===== src/rtl/source_id_queue.sv =====
// source_id_queue: ready/valid FIFO for small tags with optional flow/pipe bypass.
// Define SOURCE_ID_QUEUE_PARITY_EN to store a parity bit per entry and report it on deq_perr.
module source_id_queue #(
  parameter int WIDTH = 7,
  parameter int DEPTH = 2,
  parameter bit FLOW  = 1'b0,
  parameter bit PIPE  = 1'b0
) (
  input  logic                       clock,
  input  logic                       reset,
  input  logic                       enq_valid,
  output logic                       enq_ready,
  input  logic [WIDTH-1:0]           enq_bits,
  output logic                       deq_valid,
  input  logic                       deq_ready,
  output logic [WIDTH-1:0]           deq_bits,
  output logic [$clog2(DEPTH+1)-1:0] count,
  output logic                       deq_perr
);
  localparam int PW = DEPTH > 1 ? $clog2(DEPTH) : 1;
  localparam int CW = $clog2(DEPTH + 1);
`ifdef SOURCE_ID_QUEUE_PARITY_EN
  localparam int MW = WIDTH + 1;
`else
  localparam int MW = WIDTH;
`endif
  logic [MW-1:0] mem_q [DEPTH];
  logic [PW-1:0] wr_ptr_q, wr_ptr_d, rd_ptr_q, rd_ptr_d;
  logic          maybe_full_q, maybe_full_d;
  logic          ptr_match, empty, full, flow_empty, do_enq, do_deq, wr_en, rd_en;
  logic [MW-1:0] head, wdata;
  logic [CW-1:0] wr_ext, rd_ext;

  // Wrap at DEPTH-1 so non-power-of-two depths never reach an unused slot.
  function automatic logic [PW-1:0] bump(input logic [PW-1:0] p);
    return (p == PW'(DEPTH - 1)) ? '0 : p + 1'b1;
  endfunction

  assign ptr_match  = wr_ptr_q == rd_ptr_q;
  assign empty      = ptr_match && !maybe_full_q;
  assign full       = ptr_match && maybe_full_q;
  assign flow_empty = FLOW && empty;
  assign head       = mem_q[rd_ptr_q];

  assign enq_ready = reset || !full || (PIPE && deq_ready);
  assign deq_valid = !reset && (flow_empty ? enq_valid : !empty);
  assign deq_bits  = flow_empty ? enq_bits : head[WIDTH-1:0];
  assign do_enq    = enq_valid && enq_ready;
  assign do_deq    = deq_valid && deq_ready;
  // A flow-through transfer on an empty queue touches neither storage nor pointers.
  assign wr_en     = !reset && do_enq && !(flow_empty && deq_ready);
  assign rd_en     = do_deq && !flow_empty;

  assign wr_ext = CW'(wr_ptr_q);
  assign rd_ext = CW'(rd_ptr_q);
  assign count  = (reset || empty) ? '0 : full ? CW'(DEPTH) :
                  (wr_ext >= rd_ext) ? wr_ext - rd_ext : wr_ext + CW'(DEPTH) - rd_ext;

`ifdef SOURCE_ID_QUEUE_PARITY_EN
  assign wdata    = {^enq_bits, enq_bits};
  assign deq_perr = deq_valid && !flow_empty && ((^head[WIDTH-1:0]) != head[WIDTH]);
`else
  assign wdata    = enq_bits;
  assign deq_perr = 1'b0;
`endif

  always_comb begin
    wr_ptr_d     = wr_en ? bump(wr_ptr_q) : wr_ptr_q;
    rd_ptr_d     = rd_en ? bump(rd_ptr_q) : rd_ptr_q;
    maybe_full_d = (wr_en != rd_en) ? wr_en : maybe_full_q;
  end

  always_ff @(posedge clock) begin
    if (reset) begin
      wr_ptr_q     <= '0;
      rd_ptr_q     <= '0;
      maybe_full_q <= 1'b0;
    end else begin
      wr_ptr_q     <= wr_ptr_d;
      rd_ptr_q     <= rd_ptr_d;
      maybe_full_q <= maybe_full_d;
    end
  end

  always_ff @(posedge clock) begin
    if (wr_en) mem_q[wr_ptr_q] <= wdata;
  end
endmodule


===== config.mk =====
export PLATFORM = sky130hd
export DESIGN_NAME = source_id_queue
export DESIGN_NICKNAME = d
export VERILOG_FILES = /design/src/rtl/source_id_queue.sv
export SDC_FILE = /design/constraint.sdc
export NUM_CORES = 1
export LEC_CHECK = 0
export CAP_MARGIN = 20
export CORE_MARGIN = 2
export CORE_UTILIZATION = 52
export DETAILED_ROUTE_END_ITERATION = 10
export DONT_BUFFER_PORTS = 1
export GPL_ROUTABILITY_DRIVEN = 0
export PLACE_DENSITY = 0.7
export SETUP_SLACK_MARGIN = 0.3
export SYNTH_ARGS = -nofsm -noshare
export SYNTH_HDL_FRONTEND = slang
export SYNTH_SLANG_ARGS = --single-unit

===== constraint.sdc =====
create_clock -name clock -period 1.9 [get_ports clock]
set_input_delay 0.38 -clock clock [delete_from_list [all_inputs] [get_ports clock]]
set_output_delay 0.38 -clock clock [all_outputs]
set_load 0.1 [all_outputs]

==> results of run 1 <==
## per-stage QoR
stage	instances	setup slack (ps)	instance area [µm²]
after floorplan	54	76.3	823
after global placement	72	346	882
after detailed placement	72	315	882
after CTS	81	10.1	1030
after global routing	85	-59.2	1090
final	85	-0.494	1090
## layer usage
metal  vias up  global-route usage
li1        225                   -
met1       230               0.159
met2        24               0.297
met3         2              0.0511
met4         0              0.0875
met5         -                   0
## worst reg2reg max path, stage by stage, from the launching register on
cell     delay (ps)
dfxtp_4         380
inv_4            50
ha_4            240
buf_12          140
a21bo_4         230
nor3_2          110
buf_4           180
## placed cells by master (no fill, tap or decap), types with 2 or more instances in the layout
cell	synthesis	routed
a21oi_2	1	2
buf_12	0	5
buf_4	1	9
clkbuf_4	0	3
nor2_1	4	2
nor2_4	0	2
nand2b_1	2	2
edfxtp_1	14	14
dfxtp_4	0	2
mux2_4	0	7
nor3_2	0	2
a31o_1	2	2
## state kept, by name, indices dropped and copies added, names as in the netlist, named ones only
signal	flops
wr_ptr_q	1
mem_q	14
rd_ptr_q	1
maybe_full_q	1
## kinds of logic after synthesis
| logic type | count (synthesis) | share of synthesized area |
|---|---|---|
| other | 1 | 0.00482 |
| DFF | 18 | 0.643 |
| adders and majority gates | 2 | 0.0321 |
| and+or+nand+nor | 11 | 0.0788 |
| AOI/OAI and AO/OA | 9 | 0.0965 |
| xor gates and xnor gates | 1 | 0.0113 |
| buffers and inverters | 5 | 0.0322 |
| muxes | 7 | 0.101 |
## worst min path at each step
stage | depth (start not counted) | to | from | slack (ps)
2_1_floorplan | 0 | mem_q[0][0] | enq_bits[0] | 480
3_3_place_gp | 1 | wr_ptr_q | reset | 450
3_5_place_dp | 1 | wr_ptr_q | reset | 450
4_1_cts | 1 | wr_ptr_q | reset | 140
5_1_grt | 1 | wr_ptr_q | reset | 140
6_report | 1 | wr_ptr_q | reset | 150
## timing repair
action | in CTS | in global routing
buffers inserted | 5 | 4
resized for setup | 19 | 6
pin swaps | 4 | 4
setup endpoints to repair | 11 | 18
## report_power, final
part	switching [W]	internal (W)	total [W]
clock	0.000103	0.0000815	0.000185
combinational	0.000419	0.000261	0.000680
sequential	0.0000358	0.000462	0.000498
## final cells by class
cell class                 count  area share
clock buffer                   4      0.0242
inverter                       2     0.00922
timing repair buffer          15       0.165
multi-input combinational     31       0.316
tap                           15      0.0173
sequential                    18       0.469
==> reports/summary.txt, run 1 <==
SYNTH
----------------------------------------------------------------------------------
Cell types occupying the most area after synthesis .................. edfxtp_1, dfxtp_1, mux2_2, ha_1, a31o_1
FF+latch count, synth ...............................................           18
Post-synthesis instance total .......................................           54
Per-instance average area after synthesis ...........................     14.4 µm²
Share of Yosys cell area claimed by the top area cell type ..........        0.540
Yosys warning total .................................................            0
Most numerous cell in the Yosys netlist .............................     edfxtp_1
Post-synthesis async set-or-reset flop share ........................            0
Commonest cells in the synthesized netlist .......................... edfxtp_1, mux2_2, dfxtp_1, nor2_1, a21oi_1
Biggest area consumer among synthesized cells .......................     edfxtp_1
Syn nets ............................................................           67
Yosys cell types ....................................................           21
Post-Syn Area .......................................................      778 µm²
Number of enable-type register cells in the synthesized netlist .....           14
Sequential-to-total area share from yosys stat ......................        0.643
Most instantiated flip-flop cell in the synthesis netlist ...........     edfxtp_1

STATUS
----------------------------------------------------------------------------------
Status .............................................................. complete, but fails checks
Failing checks ...................................................... negative setup slack

LAYOUT
----------------------------------------------------------------------------------
Final layout net count ..............................................           84
Area grow syn2layout ................................................        39.5%
Seq. cell area ......................................................      509 µm²
Share of final-layout standard cells stronger than drive strength 1 .        0.571
Fillcell total ......................................................           57
Multi-input gate area in the final layout ...........................      343 µm²
Utilization after layout ............................................        0.804
Ant. Diodes .........................................................            0

STA
----------------------------------------------------------------------------------
Final TNS setup .....................................................    -0.494 ps
Setup Viol. Count Final .............................................            1
Maximum clock frequency .............................................      526 MHz
Ratio of final minimum period to clock period .......................         1.00
Final hold viol count ...............................................            0
Setup skew after layout .............................................      9.72 ps
RSZ-0062 raised after global routing ................................          yes
Clock period minus worst slack ......................................      1900 ps
Post-route worst hold slack .........................................       151 ps
Max-slew violation count ............................................            0
Fin worst setup slack ...............................................    -0.494 ps

CLOCK NETWORK
----------------------------------------------------------------------------------
CTS buffer count ....................................................            3
Latest clock arrival within the worst-skew pair .....................       290 ps
Clk buf depth .......................................................            2
H-Tree Level Count ..................................................            1
Number of hold-repair buffers added at the cts stage ................            0
Clock tree from TritonCTS ...........................................         done
Clock Pin Slew Worst Setup and Hold Paths ...........................       100 ps
Clock Root Buffer ...................................................     clkbuf_4
Clk sink count ......................................................           18

DETAILED ROUTING
----------------------------------------------------------------------------------
Post-detailed-route count of antenna-violating nets .................            0
Per-cell routed wire length .........................................      17.5 µm
Routed wire length on met3 ..........................................       104 µm
Detailed-routed wire length on met2 .................................       885 µm
Pre-Repair DR Iteration Count .......................................            4
Overall via count from detail_route .................................          481
Post-route DRC violation count ......................................            0
DR iter-0 viols .....................................................           12
Wire length after detailed routing ..................................      1490 µm
Highest layer used for signal routing ...............................         met4
Detail-routed via count per cell ....................................         5.66
Sum of routed wire segments on met1 .................................       488 µm

CRITICAL PATH
----------------------------------------------------------------------------------
Worst R2R Path Depth ................................................            6
Critical Path Stages ................................................            6
Biggest cell delay along the critical path ..........................       380 ps
Crit path max-delay cell type .......................................      dfxtp_4
Startpoint of the worst register-to-register path ...................     wr_ptr_q
Terminus of the critical flop-to-flop path ..........................  mem_q[0][5]
Kind of end point of the critical path .............................. primary output
Crit path buf inv count .............................................            2
Data required, critical path ........................................      1520 ps
Startpoint type of the worst setup path .............................         flop
CP Capture Point ....................................................     count[1]
Worst Setup SP ......................................................     wr_ptr_q
Cell family with most CP delay ......................................   flip-flops
Max Fanout on Critical Path .........................................            4
Ordered list of cells on the worst path ............................. inv_4, ha_4, nor3b_4, a21oi_2, nor2_4, buf_12
Reg-to-reg setup timing slack .......................................       290 ps
Worst setup path category ...........................................      reg2out
Data arrival at the endpoint of the critical path ...................      1520 ps

FLOORPLAN
----------------------------------------------------------------------------------
Chip Width ..........................................................      42.7 µm
Initial core utilization ............................................        0.576
Standard-cell rows ..................................................           13
Number of placed I/O pins ...........................................           23
Die footprint .......................................................  0.00182 mm²
Core area ...........................................................  0.00135 mm²
Vertical die dimension ..............................................      42.7 µm

POWER
----------------------------------------------------------------------------------
Worst vdd ir ........................................................     0.776 mV
Total power of the final layout .....................................    0.00136 W
Leakage power figure ................................................     0.406 nW
Power density cells .................................................  1260 mW/mm²

GRT
----------------------------------------------------------------------------------
Global-route usage over all layers ..................................        0.163
First-pass GRT wire length ..........................................      2130 µm
Largest net degree at the start of global routing ...................           11
Remaining Overflow, GRT .............................................            0
Number of antenna violations at the first check in global routing ...            0
Via count of the first global-routing pass ..........................          478

PLACED DESIGN
----------------------------------------------------------------------------------
I/O Buffers .........................................................            0
Half-perimeter wire length after placement ..........................       904 µm

WORST HOLD PATH
----------------------------------------------------------------------------------
Type of the worst min-delay path ....................................       in2reg

JOB
----------------------------------------------------------------------------------
Count of maximum capacitance violations .............................            0

No activity file was read; power rests on OpenSTA's default activity.
==> inputs of run 2 (changes only) <==
CELL_PAD_IN_SITES_DETAIL_PLACEMENT = 1   (was unset)
CELL_PAD_IN_SITES_GLOBAL_PLACEMENT = 1   (was unset)
CORE_ASPECT_RATIO = 0.75   (was unset)
CORE_UTILIZATION = 42   (was 52)
GPL_TIMING_DRIVEN = 0   (was unset)
PLACE_DENSITY = unset   (was 0.7)
PLACE_DENSITY_LB_ADDON = 0.1   (was unset)
==> run 2 against run 1 <==
The flow still finishes with violations (negative setup slack). Worst setup slack worse by 240 ps. Final cell count is 4.7% higher. Clock power hardly changed. Highest routed layer is now met3.
==> reports/summary.txt, run 2 (synthesis results as in run 1) <==
STATUS
----------------------------------------------------------------------------------
Status .............................................................. complete, but fails checks   unchanged
Failing checks ...................................................... negative setup slack   unchanged

CRITICAL PATH
----------------------------------------------------------------------------------
Crit path buf inv count .............................................            1   was 2
Data required, critical path ........................................      1520 ps   about the same
Biggest cell delay along the critical path ..........................       760 ps   was 380 ps
Ordered list of cells on the worst path ............................. inv_4, ha_4, nand3b_1   was inv_4, ha_4, nor3b_4, a21oi_2, nor2_4, buf_12
Crit path max-delay cell type .......................................     nand3b_1   was dfxtp_4
Cell family with most CP delay ...................................... simple AND/OR/NAND/NOR gates   was flip-flops
Startpoint of the worst register-to-register path ...................     wr_ptr_q   unchanged
Kind of end point of the critical path .............................. primary output   unchanged
Worst R2R Path Depth ................................................            5   was 6
Reg-to-reg setup timing slack .......................................        40 ps   was 290 ps
Startpoint type of the worst setup path .............................         flop   unchanged
Worst setup path category ...........................................      reg2out   unchanged
Max Fanout on Critical Path .........................................            7   was 4
Terminus of the critical flop-to-flop path ..........................  mem_q[0][1]   was mem_q[0][5]
Data arrival at the endpoint of the critical path ...................      1760 ps   was 1520 ps

DETAILED ROUTING
----------------------------------------------------------------------------------
Pre-Repair DR Iteration Count .......................................            2   was 4
Per-cell routed wire length .........................................      17.3 µm   was 17.5 µm
DR iter-0 viols .....................................................            5   was 12
Post-route DRC violation count ......................................            0   unchanged
Wire length after detailed routing ..................................      1540 µm   was 1490 µm
Overall via count from detail_route .................................          467   was 481
Post-detailed-route count of antenna-violating nets .................            0   unchanged
Detail-routed via count per cell ....................................         5.25   was 5.66

FLOORPLAN
----------------------------------------------------------------------------------
Standard-cell rows ..................................................           13   unchanged
Core area ...........................................................  0.00174 mm²   was 0.00135 mm²
Vertical die dimension ..............................................      41.3 µm   was 42.7 µm
Initial core utilization ............................................        0.447   was 0.576
Chip Width ..........................................................      53.7 µm   was 42.7 µm
Number of placed I/O pins ...........................................           23   unchanged
Die footprint .......................................................  0.00222 mm²   was 0.00182 mm²

GRT
----------------------------------------------------------------------------------
Met2 demand-to-capacity share in global routing .....................        0.299   was 0.297
Most Crowded Layer GR ...............................................         met2   unchanged
Via count of the first global-routing pass ..........................          491   was 478
Met3 track utilization from global routing ..........................       0.0803   was 0.0511
Remaining Overflow, GRT .............................................            0   unchanged
Global-route usage over all layers ..................................        0.165   was 0.163
Number of antenna violations at the first check in global routing ...            0   unchanged
Largest net degree at the start of global routing ...................           11   unchanged
First-pass GRT wire length ..........................................      2330 µm   was 2130 µm
Global routing met1 resource utilization ............................        0.176   was 0.159

CLOCK NETWORK
----------------------------------------------------------------------------------
Clock Pin Slew Worst Setup and Hold Paths ...........................        90 ps   was 100 ps
CTS buffer count ....................................................            3   unchanged
Clk sink count ......................................................           18   unchanged
Number of hold-repair buffers added at the cts stage ................            0   unchanged
H-Tree Level Count ..................................................            1   unchanged
Clock Root Buffer ...................................................     clkbuf_4   unchanged
Clock tree from TritonCTS ...........................................         done   unchanged
Clk buf depth .......................................................            2   unchanged
Latest clock arrival within the worst-skew pair .....................       290 ps   about the same

STA
----------------------------------------------------------------------------------
RSZ-0062 raised after global routing ................................          yes   unchanged
Maximum clock frequency .............................................      467 MHz   was 526 MHz
Final hold viol count ...............................................            0   unchanged
Setup Viol. Count Final .............................................            4   was 1
Clock period minus worst slack ......................................      2140 ps   was 1900 ps
Setup skew after layout .............................................      8.46 ps   was 9.72 ps
Tightest slew margin relative to the limit ..........................        0.297
Ratio of final minimum period to clock period .......................         1.13   was 1.00
Tightest Pin Transition .............................................      1050 ps
Max-slew violation count ............................................            0   unchanged
Fin worst setup slack ...............................................      -241 ps   was -0.494 ps

WORST HOLD PATH
----------------------------------------------------------------------------------
Source of the worst hold timing path ................................  enq_bits[6]   was reset
Type of the worst min-delay path ....................................       in2reg   unchanged
WHS Path Cells ......................................................            0   was 1
Worst hold path endpoint ............................................  mem_q[1][6]   was wr_ptr_q

POWER
----------------------------------------------------------------------------------
Worst vdd ir ........................................................     0.776 mV   about the same
Proportion of power drawn by combinational gates ....................        0.477   was 0.499
Power density cells .................................................  1270 mW/mm²   was 1260 mW/mm²
Power share of the clock group ......................................        0.144   was 0.136
Switching portion of total power ....................................        0.433   was 0.410
Net switching power of the design ...................................   0.000551 W   was 0.000558 W
Leakage power figure ................................................     0.373 nW   was 0.406 nW
Sequential Power Share ..............................................        0.379   was 0.365
Internal cell power .................................................   0.000720 W   was 0.000805 W

LAYOUT
----------------------------------------------------------------------------------
Ant. Diodes .........................................................            0   unchanged
Commonest non-fill, non-tap cells in the layout ..................... edfxtp_1, buf_4, mux2_4   unchanged
Area grow syn2layout ................................................        28.8%   was 39.5%
Final standard cell count with taps included and fillers excluded ...           89   was 85
Utilization after layout ............................................        0.576   was 0.804
Share of final-layout standard cells stronger than drive strength 1 .        0.537   was 0.571
Max FFs per register ................................................           14   unchanged
Commonest non-fill, non-tap cell in the layout ......................     edfxtp_1   unchanged
Fillcell total ......................................................          164   was 57
Final layout net count ..............................................           81   was 84
Top register by number of flip-flops ................................        mem_q   unchanged

JOB
----------------------------------------------------------------------------------
Count of maximum capacitance violations .............................            0   unchanged

PLACED DESIGN
----------------------------------------------------------------------------------
Number of placed cells counting well taps ...........................           76   was 72
I/O Buffers .........................................................            0   unchanged

run 2: cell types whose count changed in the layout (fill, tap and decap cells not counted), sizes merged:
| cell | delta |
|---|---|
| buf | -4 |
| clkinv | +1 |
run 2: layout make-up:
| type | instances | area, µm² | area share |
|---|---|---|---|
| clock buffer | 3 | 22.5 | 0.0225 |
| clock inverter | 1 | 3.75 | 0.00375 |
| tap | 22 | 27.5 | 0.0275 |
| sequential | 18 | 504 | 0.503 |
| inverter | 2 | 10.0 | 0.00999 |
| timing repair buffer | 9 | 68.8 | 0.0687 |
| buffer | 3 | 27.5 | 0.0275 |
| multi-input combinational | 31 | 338 | 0.337 |
run 2: worst max path at each step:
| stage | startpoint | end | depth (start not counted) |
|---|---|---|---|
| 4_1_cts | wr_ptr_q | enq_ready | 3 |
| 5_1_grt | wr_ptr_q | enq_ready | 3 |
| 6_report | wr_ptr_q | enq_ready | 3 |
| 3_5_place_dp | wr_ptr_q | mem_q[0][5] | 4 |
| 3_3_place_gp | wr_ptr_q | mem_q[1][1] | 4 |
| 2_1_floorplan | wr_ptr_q | enq_ready | 3 |
run 2: layer usage:
metal | share of wire | vias to the layer above
met2 | 0.57 | 16
met4 | 0 | 0
met3 | 0.059 | 0
met5 | 0 | -
met1 | 0.37 | 231
li1 | - | 220
run 2: timing repair:
action	CTS	global route
setup endpoints to repair	25	25
setup buffers	5	3
gates resized for setup	14	2
pin swaps	4	2
run 2: metrics by stage:
step / hold WS [ps] / total power, W / instance area [µm²] / setup slack (ps) / setup TNS (ps)
after CTS: 166 / 0.00125 / 967 / -245 / -2120
after global routing: 153 / 0.00132 / 1000 / -283 / -1250
final: 176 / 0.00127 / 1000 / -241 / -784
after detailed placement: 479 / 0.000983 / 851 / -212 / -2580
after global placement: 479 / 0.000964 / 851 / -99.9 / -1380
after floorplan: 479 / 0.000944 / 823 / 76.3 / 0
run 2: power groups by stage:
stage	logic, W	clock network (W)	registers, W
finish	0.000606	0.000183	0.000482
floorplan	0.000462	0	0.000482
global route	0.000628	0.000207	0.000486
CTS	0.000573	0.000192	0.000482
detailed placement	0.000496	0	0.000487
global placement	0.000481	0	0.000484
